<file path="src/rtl/dmem_pkg.sv">
// Shared definitions for the data-memory arbiter and its helpers.
//   state_e          : sequencer states (idle, memory access, response)
//   DMEM_DEPTH_WORDS : word count of the data memory; must match its storage size
//   ADDR_LSB         : byte-address bits below the word index (word alignment)
package dmem_pkg;

  typedef enum logic [1:0] {
    StIdle,
    StAccess,
    StResp
  } state_e;

  localparam int unsigned DMEM_DEPTH_WORDS = 32;
  localparam int unsigned ADDR_LSB         = 2;

endpackage

</file>
<file path="src/rtl/dmem_arbiter_if.sv">
// Bus bundle between the two requesters, the arbiter and the data memory.
//   r0_* / r1_* : req/we/addr/wdata from each requester; ack/rdata/err back to it
//   mem_*       : addr/wdata/read/write strobes to the memory; rdata back from it
// Modports:
//   slave  : arbiter view (takes requests, drives the memory)
//   master : requester/memory-side view (drives requests and mem_rdata)
interface dmem_arbiter_if #(
  parameter int unsigned DATA_W = 32,
  parameter int unsigned ADDR_W = 32
) ();

  logic              r0_req;
  logic              r0_we;
  logic [ADDR_W-1:0] r0_addr;
  logic [DATA_W-1:0] r0_wdata;
  logic              r0_ack;
  logic [DATA_W-1:0] r0_rdata;
  logic              r0_err;

  logic              r1_req;
  logic              r1_we;
  logic [ADDR_W-1:0] r1_addr;
  logic [DATA_W-1:0] r1_wdata;
  logic              r1_ack;
  logic [DATA_W-1:0] r1_rdata;
  logic              r1_err;

  logic [ADDR_W-1:0] mem_addr;
  logic [DATA_W-1:0] mem_wdata;
  logic              mem_read;
  logic              mem_write;
  logic [DATA_W-1:0] mem_rdata;

  modport slave (
    input  r0_req, r0_we, r0_addr, r0_wdata,
    output r0_ack, r0_rdata, r0_err,
    input  r1_req, r1_we, r1_addr, r1_wdata,
    output r1_ack, r1_rdata, r1_err,
    output mem_addr, mem_wdata, mem_read, mem_write,
    input  mem_rdata
  );

  modport master (
    output r0_req, r0_we, r0_addr, r0_wdata,
    input  r0_ack, r0_rdata, r0_err,
    output r1_req, r1_we, r1_addr, r1_wdata,
    input  r1_ack, r1_rdata, r1_err,
    input  mem_addr, mem_wdata, mem_read, mem_write,
    output mem_rdata
  );

endinterface

</file>
<file path="src/rtl/rr_arb2.sv">
// Combinational two-way round-robin grant.
//   req0, req1 : requests
//   last_grant : port granted most recently (loses a tie)
//   valid      : some request is present
//   grant      : index of the granted port (meaningful only when valid)
module rr_arb2 (
  input  logic req0,
  input  logic req1,
  input  logic last_grant,
  output logic valid,
  output logic grant
);

  always_comb begin
    valid = req0 | req1;
    grant = (req0 && req1) ? ~last_grant : req1;
  end

endmodule

</file>
<file path="src/rtl/dmem_arbiter.sv">
// Two-port arbiter and sequencer for the single-port word-addressed data memory.
// Port 0 is the pipeline MEM stage, port 1 the debug/IO master. Every output is a
// register, so memory strobes are glitch-free and address/data never move while a
// strobe is high.
//   clk   : clock, rising edge
//   reset : asynchronous, active-high
//   bus   : slave modport of dmem_arbiter_if (both requesters plus the memory);
//           its DATA_W/ADDR_W must equal this module's parameters
module dmem_arbiter
  import dmem_pkg::*;
#(
  parameter int unsigned DATA_W      = 32,
  parameter int unsigned ADDR_W      = 32,
  parameter int unsigned DEPTH_WORDS = DMEM_DEPTH_WORDS,
  parameter int unsigned WAIT_CYCLES = 1
) (
  input logic          clk,
  input logic          reset,
  dmem_arbiter_if.slave bus
);

  localparam int unsigned CntW = (WAIT_CYCLES > 1) ? $clog2(WAIT_CYCLES) : 1;

  state_e            state_q, state_d;
  logic              last_grant_q, last_grant_d;
  logic [CntW-1:0]   wait_cnt_q, wait_cnt_d;
  logic              port_q, port_d;
  logic              we_q, we_d;
  logic [ADDR_W-1:0] mem_addr_q, mem_addr_d;
  logic [DATA_W-1:0] mem_wdata_q, mem_wdata_d;
  logic              mem_read_q, mem_read_d;
  logic              mem_write_q, mem_write_d;
  logic [1:0]        ack_q, ack_d;
  logic [1:0]        err_q, err_d;
  logic [DATA_W-1:0] rdata0_q, rdata0_d;
  logic [DATA_W-1:0] rdata1_q, rdata1_d;

  logic              gnt_valid;
  logic              gnt;
  logic              sel_we;
  logic [ADDR_W-1:0] sel_addr;
  logic [DATA_W-1:0] sel_wdata;
  logic              addr_bad;

  rr_arb2 u_rr_arb2 (
    .req0       (bus.r0_req),
    .req1       (bus.r1_req),
    .last_grant (last_grant_q),
    .valid      (gnt_valid),
    .grant      (gnt)
  );

  always_comb begin
    sel_we    = gnt ? bus.r1_we    : bus.r0_we;
    sel_addr  = gnt ? bus.r1_addr  : bus.r0_addr;
    sel_wdata = gnt ? bus.r1_wdata : bus.r0_wdata;
    addr_bad  = (sel_addr[ADDR_LSB-1:0] != '0) ||
                ((sel_addr >> ADDR_LSB) >= ADDR_W'(DEPTH_WORDS));
  end

  always_comb begin
    state_d      = state_q;
    last_grant_d = last_grant_q;
    wait_cnt_d   = wait_cnt_q;
    port_d       = port_q;
    we_d         = we_q;
    mem_addr_d   = mem_addr_q;
    mem_wdata_d  = mem_wdata_q;
    mem_read_d   = mem_read_q;
    mem_write_d  = mem_write_q;
    ack_d        = '0;
    err_d        = '0;
    rdata0_d     = rdata0_q;
    rdata1_d     = rdata1_q;

    case (state_q)
      StIdle: begin
        if (gnt_valid) begin
          port_d       = gnt;
          last_grant_d = gnt;
          we_d         = sel_we;
          if (addr_bad) begin
            // Rejected: answer straight away, memory is never addressed.
            ack_d[gnt] = 1'b1;
            err_d[gnt] = 1'b1;
            state_d    = StResp;
          end else begin
            mem_addr_d  = sel_addr;
            mem_wdata_d = sel_wdata;
            mem_read_d  = ~sel_we;
            mem_write_d = sel_we;
            wait_cnt_d  = CntW'(WAIT_CYCLES - 1);
            state_d     = StAccess;
          end
        end
      end
      StAccess: begin
        if (wait_cnt_q == '0) begin
          mem_read_d     = 1'b0;
          mem_write_d    = 1'b0;
          ack_d[port_q]  = 1'b1;
          if (!we_q) begin
            if (port_q) rdata1_d = bus.mem_rdata;
            else        rdata0_d = bus.mem_rdata;
          end
          state_d = StResp;
        end else begin
          wait_cnt_d = wait_cnt_q - CntW'(1);
        end
      end
      StResp: state_d = StIdle;
      default: state_d = StIdle;
    endcase
  end

  always_ff @(posedge clk or posedge reset) begin
    if (reset) begin
      state_q      <= StIdle;
      last_grant_q <= 1'b1;  // port 0 wins the first tie
      wait_cnt_q   <= '0;
      port_q       <= 1'b0;
      we_q         <= 1'b0;
      mem_addr_q   <= '0;
      mem_wdata_q  <= '0;
      mem_read_q   <= 1'b0;
      mem_write_q  <= 1'b0;
      ack_q        <= '0;
      err_q        <= '0;
      rdata0_q     <= '0;
      rdata1_q     <= '0;
    end else begin
      state_q      <= state_d;
      last_grant_q <= last_grant_d;
      wait_cnt_q   <= wait_cnt_d;
      port_q       <= port_d;
      we_q         <= we_d;
      mem_addr_q   <= mem_addr_d;
      mem_wdata_q  <= mem_wdata_d;
      mem_read_q   <= mem_read_d;
      mem_write_q  <= mem_write_d;
      ack_q        <= ack_d;
      err_q        <= err_d;
      rdata0_q     <= rdata0_d;
      rdata1_q     <= rdata1_d;
    end
  end

  assign bus.r0_ack    = ack_q[0];
  assign bus.r1_ack    = ack_q[1];
  assign bus.r0_err    = err_q[0];
  assign bus.r1_err    = err_q[1];
  assign bus.r0_rdata  = rdata0_q;
  assign bus.r1_rdata  = rdata1_q;
  assign bus.mem_addr  = mem_addr_q;
  assign bus.mem_wdata = mem_wdata_q;
  assign bus.mem_read  = mem_read_q;
  assign bus.mem_write = mem_write_q;

endmodule

</file>
<file path="src/flat_wrapper.sv">
// flat-port wrapper written by rule: the top's interface ports become plain ports
module dmem_arbiter_flat import dmem_pkg::*;
#(
  parameter int unsigned DATA_W      = 32,
  parameter int unsigned ADDR_W      = 32,
  parameter int unsigned DEPTH_WORDS = DMEM_DEPTH_WORDS,
  parameter int unsigned WAIT_CYCLES = 1
)
  (clk, reset, bus_r0_req, bus_r0_we, bus_r0_addr, bus_r0_wdata, bus_r0_ack, bus_r0_rdata, bus_r0_err, bus_r1_req, bus_r1_we, bus_r1_addr, bus_r1_wdata, bus_r1_ack, bus_r1_rdata, bus_r1_err, bus_mem_addr, bus_mem_wdata, bus_mem_read, bus_mem_write, bus_mem_rdata);
  dmem_arbiter_if #(.DATA_W(DATA_W), .ADDR_W(ADDR_W)) bus_i ();
  input logic clk;
  input logic reset;
  input wire logic [$bits(bus_i.r0_req)-1:0] bus_r0_req;
  input wire logic [$bits(bus_i.r0_we)-1:0] bus_r0_we;
  input wire logic [$bits(bus_i.r0_addr)-1:0] bus_r0_addr;
  input wire logic [$bits(bus_i.r0_wdata)-1:0] bus_r0_wdata;
  output wire logic [$bits(bus_i.r0_ack)-1:0] bus_r0_ack;
  output wire logic [$bits(bus_i.r0_rdata)-1:0] bus_r0_rdata;
  output wire logic [$bits(bus_i.r0_err)-1:0] bus_r0_err;
  input wire logic [$bits(bus_i.r1_req)-1:0] bus_r1_req;
  input wire logic [$bits(bus_i.r1_we)-1:0] bus_r1_we;
  input wire logic [$bits(bus_i.r1_addr)-1:0] bus_r1_addr;
  input wire logic [$bits(bus_i.r1_wdata)-1:0] bus_r1_wdata;
  output wire logic [$bits(bus_i.r1_ack)-1:0] bus_r1_ack;
  output wire logic [$bits(bus_i.r1_rdata)-1:0] bus_r1_rdata;
  output wire logic [$bits(bus_i.r1_err)-1:0] bus_r1_err;
  output wire logic [$bits(bus_i.mem_addr)-1:0] bus_mem_addr;
  output wire logic [$bits(bus_i.mem_wdata)-1:0] bus_mem_wdata;
  output wire logic [$bits(bus_i.mem_read)-1:0] bus_mem_read;
  output wire logic [$bits(bus_i.mem_write)-1:0] bus_mem_write;
  input wire logic [$bits(bus_i.mem_rdata)-1:0] bus_mem_rdata;
  assign bus_i.r0_req = bus_r0_req;
  assign bus_i.r0_we = bus_r0_we;
  assign bus_i.r0_addr = bus_r0_addr;
  assign bus_i.r0_wdata = bus_r0_wdata;
  assign bus_r0_ack = bus_i.r0_ack;
  assign bus_r0_rdata = bus_i.r0_rdata;
  assign bus_r0_err = bus_i.r0_err;
  assign bus_i.r1_req = bus_r1_req;
  assign bus_i.r1_we = bus_r1_we;
  assign bus_i.r1_addr = bus_r1_addr;
  assign bus_i.r1_wdata = bus_r1_wdata;
  assign bus_r1_ack = bus_i.r1_ack;
  assign bus_r1_rdata = bus_i.r1_rdata;
  assign bus_r1_err = bus_i.r1_err;
  assign bus_mem_addr = bus_i.mem_addr;
  assign bus_mem_wdata = bus_i.mem_wdata;
  assign bus_mem_read = bus_i.mem_read;
  assign bus_mem_write = bus_i.mem_write;
  assign bus_i.mem_rdata = bus_mem_rdata;
  dmem_arbiter #(.DATA_W(DATA_W), .ADDR_W(ADDR_W), .DEPTH_WORDS(DEPTH_WORDS), .WAIT_CYCLES(WAIT_CYCLES)) u_core (.clk(clk), .reset(reset), .bus(bus_i));
endmodule
</file>
<file path="config.mk">
export PLATFORM = sky130hd
export DESIGN_NAME = dmem_arbiter_flat
export DESIGN_NICKNAME = d
export VERILOG_FILES = /design/src/rtl/dmem_pkg.sv /design/src/rtl/dmem_arbiter_if.sv /design/src/rtl/rr_arb2.sv /design/src/rtl/dmem_arbiter.sv /design/src/flat_wrapper.sv
export SDC_FILE = /design/constraint.sdc
export NUM_CORES = 1
export LEC_CHECK = 0
export CAP_MARGIN = 25
export CORE_UTILIZATION = 28
export DETAILED_ROUTE_END_ITERATION = 10
export GPL_TIMING_DRIVEN = 0
export MAX_ROUTING_LAYER = met4
export PLACE_DENSITY_LB_ADDON = 0.15
export SLEW_MARGIN = 20
export SYNTH_ARGS = -nofsm -noshare
export SYNTH_HDL_FRONTEND = slang
export SYNTH_SLANG_ARGS = --single-unit
</file>
<file path="constraint.sdc">
create_clock -name clk -period 5.3 [get_ports clk]
set_input_delay 1.06 -clock clk [delete_from_list [all_inputs] [get_ports clk]]
set_output_delay 1.06 -clock clk [all_outputs]
set_load 0.01 [all_outputs]
</file>
==> results.yml, run 1 <==
outcome:
  status: "finished with violations"
  violations: "design-rule violations"
clocking:
  cts_buffers: 17
  postCtsResizedCells: 0
  cts.sinks: 139
  insertion_delay_ns: 0.42
  cts-root-buf: "clkbuf_16"
  post_cts_buffers: 0
  htreeDepth: 4
  cts.reportedPaths.clkPinSlew_ns: 0.06
  cts_tree: "done"
  clk_path_buf_depth: 2
  postCtsHoldBufs: 0
floorplanning:
  pin_count: 300
  rows: 52
  core_area_um2: 20300
  dieArea_um2: 21360
  die-height_um: 146.1
  start_util_pct: 28.66
  die_x_um: 146.1
synth:
  synth_fp_nets: 622
  synth_warnings: 0
  syn_inst: 456
  syn-mean-instance-area_um2: 12.76
  synth_cell_type_count: 36
  synth.ff_latch_count: 139
  synth_area_um2: 5817
  synth-seq-area-share_pct: 59.82
sta:
  hold_viol: 0
  fin_ws_ns: 2.379
  finClkSkew_ns: 0.008232
  rsz0062_at_grt: "no"
  period_minus_slack_ns: 2.921
  drv_slew: 0
  timing.final.crit_share_pct: 55.11
  setup_viol: 0
  worst_slew_pin_slew_ns: 0.6251
  max_freq_ghz: 0.3424
  maxSlewHeadroom_pct: 58.32
detailed_routing:
  firstDrtPassIters: 9
  drt-total-wl_um: 17300
  drt_iter0_drc: 117
  route.vias.total: 4614
  avgRoutedWirePerCell_um: 16.35
  drc: 3
  drt-vias-per-instance: 4.361
  final_antenna_net_count: 0
global_route:
  grt_pass1_vias: 4889
  grt_max_degree: 100
  antenna_found_initial: 0
  grtUsageTotal_pct: 16.91
  grt_pass1_wl_um: 26650
  grt_overflow: 0
critical_path:
  arrival_ns: 3.22
  worst-setup-path-type: "input pin to register"
  cp-start-kind: "input pin"
  cp_data_required_time_ns: 5.59
  crit_path_cell_trace: "clkdlybuf4s50_1, a21boi_4, nand4_1, o22ai_4, nand2b_2, buf_6, buf_6, mux2_4"
  cp-end-kind: "register"
  critPathSlowestCell: "clkdlybuf4s50_1"
  crit_fanout: 10
  path_common_cell: "buf_6"
  critPathMaxStageDelay_ns: 0.56
job:
  maxCapViolations: 0
placement:
  dp_hpwl_um: 12970
  globalplace.congestion: 0.7883
  pre_cts_slack_ns: 1.891
  io_buffers: 299
  place_inst: 1026
final_layout:
  drive_gt1_share_pct: 18.65
  area_growth_pct: 67.37
  final_cells: 1058
  fillers: 1868
  final_nets: 941
  fin_util_pct: 47.96
  antennaDiodeCount: 0
power_and_ir_drop:
  powerDensity_nw_per_um2: 255.1
  ir_worst_vdd_v: 0.0001895
  p_leak_uw: 0.004600
hold_path:
  hold_class: "register to register"
-- worst max-delay path, delay by kind of cell --
family	cells	cell delay, ns
buffers and inverters	3	0.89
AOI/OAI and AO/OA	2	0.65
and+or+nand+nor	2	0.31
muxes	1	0.30
-- cell families (layout without fill, tap and decap cells) --
family	count (synthesis)	count (layout)	share of synthesized area, %
AOI/OAI and AO/OA	13	13	1.958
buffers and inverters	26	358	2.366
DFF	139	139	59.82
muxes	103	103	21.83
and+or+nand+nor	175	175	14.02
-- report_power, final --
part | internal [uW] | total [uW] | leakage (uW) | switching [uW]
Combinational | 158 | 279 | 0.00240 | 120
Sequential | 1080 | 1090 | 0.00193 | 11.4
Clock | 616 | 1120 | 0.000268 | 502
Total | 1850 | 2480 | 0.00460 | 634
-- final cells by class --
cell class	instances	area, um^2	share of cell area, %
plain buffers	24	130.1	1.337
clock buffers	17	425.4	4.370
clock inverters	15	127.6	1.311
inverters	2	15.01	0.1542
multi-input cells	291	2200	22.59
flip-flops and latches	139	3480	35.74
well taps	270	337.8	3.470
repair buffers	300	3020	31.02
-- flip-flops by register name, summed over array words and instances, names as in the netlist --
signal	flops
u_core.bus.mem_addr	32
u_core.bus.mem_wdata	32
u_core.bus.r0_rdata	32
u_core.bus.r1_rdata	32
u_core.ack_q	2
u_core.err_q	2
u_core.state_q	2
u_core.bus.mem_read	1
u_core.bus.mem_write	1
u_core.last_grant_q	1
u_core.port_q	1
u_core.we_q	1
-- cell usage after synthesis --
cell type	instances	share of area, %
nand4_1	3	0.32
inv_1	2	0.13
dfrtp_1	138	59
a21boi_4	1	0.32
clkbuf_1	10	0.65
o21ai_0	2	0.17
a221o_1	1	0.17
mux2_2	65	13
nand4b_1	1	0.15
nor4b_2	1	0.26
and4b_1	1	0.17
nor2_1	4	0.26
mux2_1	6	1.2
a21oi_1	3	0.26
nand2_1	115	7.4
nand2b_2	1	0.15
buf_2	8	0.69
dfstp_2	1	0.45
a22o_1	1	0.15
o21ba_2	1	0.17
nor4bb_1	1	0.17
buf_6	4	0.77
nand2b_1	1	0.11
nor2b_1	2	0.22
a21o_1	1	0.13
buf_1	2	0.13
or3_1	1	0.11
a31oi_1	1	0.11
nor4_1	13	1.4
mux2i_1	2	0.34
or4_1	1	0.13
and2_1	27	2.9
mux2_4	30	7.7
a22oi_1	1	0.13
o22ai_4	1	0.34
nor3_1	3	0.26
-- routing by layer --
metal	share of wire (%)	wire length (um)	GRT usage, %	vias to the layer above
met1	43	7399	19.72	2219
met2	50	8590	28.29	211
met5	0	0	-	-
li1	-	-	-	2173
met4	0.75	129	4.375	0
met3	6.8	1177	5.125	11
-- layout by cell type (no fill, tap or decap), types with 2 or more instances in the layout --
master and count:
nand2_1 115, clkbuf_1 10, inv_6 7, clkinvlp_4 3, clkbuf_16 17, nand4_1 3, nor2_1 4, nor4_1 13
mux2_2 65, clkdlybuf4s50_1 299, mux2_1 6, clkinv_2 2, buf_1 2, and2_1 27, buf_2 8, buf_6 4
mux2i_1 2, nor2b_1 2, o21ai_0 2, nor3_1 3, mux2_4 30, dfrtp_1 138, inv_8 4, a21oi_1 3
-- final timing paths --
path	from	endpoint	slack [ns]	depth (start not counted)
max	bus_r1_req	u_core.bus.mem_wdata[2]$_DFFE_PP0P_	2.38	8
min	u_core.bus.mem_addr[30]$_DFFE_PP0P_	u_core.bus.mem_addr[30]$_DFFE_PP0P_	0.48	1
max reg2reg	u_core.last_grant_q$_DFFE_PP1P_	u_core.bus.mem_wdata[2]$_DFFE_PP0P_	3.18	7
min reg2reg	u_core.bus.mem_addr[30]$_DFFE_PP0P_	u_core.bus.mem_addr[30]$_DFFE_PP0P_	0.48	1
max in group asynchronous	reset	u_core.last_grant_q$_DFFE_PP1P_	3.48	3
min in group asynchronous	reset	u_core.bus.r0_rdata[18]$_DFFE_PP0P_	1.02	2
-- per-stage QoR --
step | hold slack (ns) | total power, uW | area (um^2) | TNS (ns)
2_1_floorplan | 0.4934 | 1205 | 5817 | 0
3_3_place_gp | 0.4693 | 1381 | 9148 | -197.03
3_5_place_dp | 0.4698 | 1390 | 9183 | 0
4_1_cts | 0.4885 | 2528 | 9736 | 0
5_1_grt | 0.5060 | 2590 | 9736 | 0
6_report | 0.4811 | 2484 | 9736 | 0
Note: power is estimated with default switching activity, not from simulation.
==> run 2, diff against run 1 <==
clock period = 2.84 ns   (was 5.3 ns; I/O delays follow)
==> results.yml, run 2 (synthesis results as in run 1) <==
final_layout:
  layout_commonest_cell: "clkdlybuf4s50_1"
  antennaDiodeCount: 0
  area_growth_pct: 69.00
  final_cell_mix: "clkdlybuf4s50_1, dfrtp_1, nand2_1"
  final_cells: 1061
  drive_gt1_share_pct: 18.96
  fillers: 1855
  final_nets: 944
  finalInstanceArea_um2: 9831
  fin_util_pct: 48.43
sta:
  drv_slew: 0
  timing.final.crit_share_pct: 84.58
  maxSlewHeadroom_pct: 55.70
  period_minus_slack_ns: 2.402
  setup_viol: 0
  rsz0062_at_grt: "no"
  finClkSkew_ns: 0.009692
  worst_slew_pin_slew_ns: 0.6628
  max_freq_ghz: 0.4163
  hold_viol: 0
critical_path:
  worst-setup-path-type: "input pin to register"
  cp_data_required_time_ns: 3.14
  cp-start-kind: "input pin"
  crit_fanout: 10
  cp-end-kind: "register"
  reg2reg_depth: 7
  arrival_ns: 2.70
detailed_routing:
  firstDrtPassIters: 4
  drc: 0
  drt-total-wl_um: 16810
  avgRoutedWirePerCell_um: 15.85
  final_antenna_net_count: 0
  drt_iter0_drc: 102
  drt-vias-per-instance: 4.327
  route.vias.total: 4591
outcome:
  status: "finished clean"
global_route:
  grt_overflow: 0
  grt_max_degree: 37
  grt_pass1_vias: 4880
  grt_pass1_wl_um: 26670
  grtUsageTotal_pct: 16.74
  antenna_found_initial: 0
clocking:
  cts.reportedPaths.clkPinSlew_ns: 0.06
  cts-root-buf: "clkbuf_16"
  postCtsResizedCells: 0
  clk_path_buf_depth: 2
  postCtsHoldBufs: 0
  cts_tree: "done"
  htreeDepth: 4
  post_cts_buffers: 0
  insertion_delay_ns: 0.42
  cts.sinks: 139
  cts_buffers: 17
power_and_ir_drop:
  ir_worst_vdd_v: 0.0003636
  p_leak_uw: 0.004638
  powerDensity_nw_per_um2: 488.2
floorplanning:
  core_area_um2: 20300
  die-height_um: 146.1
  dieArea_um2: 21360
  pin_count: 300
  die_x_um: 146.1
  rows: 52
  start_util_pct: 28.66
hold_path:
  holdPathStages: 1
  hold_class: "register to register"
job:
  maxCapViolations: 0
placement:
  placed_cell_area_um2: 9231
  place_inst: 1029
  globalplace.congestion: 0.8407
  io_buffers: 299
  dp_hpwl_um: 12860
-- run 2: cell types whose count changed in the layout (fill, tap and decap cells not counted), sizes merged --
cell / previous run / this run
clkbuf: 27 / 28
inv: 12 / 7
buf: 15 / 18
clkinv: 2 / 3
clkinvlp: 3 / 4
bufinv: 0 / 2
-- run 2: metal layers --
metal,global-route usage (%),share of wire [%]
met1,20.42,44
met2,25.98,47
met3,5.188,6.8
met4,6.198,2.2
met5,-,0
-- run 2: report_power, final --
part | internal (uW) | switching [uW]
Clock | 1340 | 910
Sequential | 2010 | 19.6
Combinational | 302 | 223
Total | 3650 | 1150
-- run 2: stage by stage --
| step | worst slack, ns | power, uW | TNS [ns] | hold WS, ns |
|---|---|---|---|---|
| detailed placement | -0.03096 | 2596 | -0.7842 | 0.4698 |
| finish | 0.4379 | 4800 | 0 | 0.4828 |
| global placement | -0.7168 | 2574 | -98.24 | 0.4680 |
| global route | 0.3282 | 5026 | 0 | 0.5051 |
| CTS | 0.4030 | 4879 | 0 | 0.4860 |
| floorplan | 0.5377 | 2248 | 0 | 0.4934 |
-- run 2: final timing paths --
check,startpoint,to,slack (ns)
worst min register to register,u_core.bus.mem_addr[10]$_DFFE_PP0P_,u_core.bus.mem_addr[10]$_DFFE_PP0P_,0.48
worst max register to register,u_core.state_q[0]$_DFFE_PP0P_,u_core.bus.mem_wdata[12]$_DFFE_PP0P_,0.69
worst min-delay path,u_core.bus.mem_addr[10]$_DFFE_PP0P_,u_core.bus.mem_addr[10]$_DFFE_PP0P_,0.48
max in group asynchronous,reset,u_core.bus.r0_rdata[24]$_DFFE_PP0P_,1.61
min in group asynchronous,reset,u_core.bus.mem_wdata[10]$_DFFE_PP0P_,0.51
worst max-delay path,bus_r1_req,u_core.bus.mem_wdata[12]$_DFFE_PP0P_,0.44
-- run 2: final cells by class --
cell class | count | area [um^2] | share of cell area [%]
Sequential cell | 139 | 3480 | 35.40
Buffer | 24 | 130.1 | 1.324
Multi-Input combinational cell | 291 | 2200 | 22.37
Clock inverter | 14 | 160.2 | 1.629
Timing Repair Buffer | 303 | 3073 | 31.26
Tap cell | 270 | 337.8 | 3.436
Inverter | 2 | 11.26 | 0.1145
Clock buffer | 18 | 439.2 | 4.467
-- run 2: critical path, stage by stage --
cell and delay (ns):
clkdlybuf4s50_1 0.56, a21boi_4 0.33, nand4_1 0.19, o22ai_4 0.30, nand2b_2 0.11, buf_6 0.16, buf_6 0.17, mux2_4 0.30
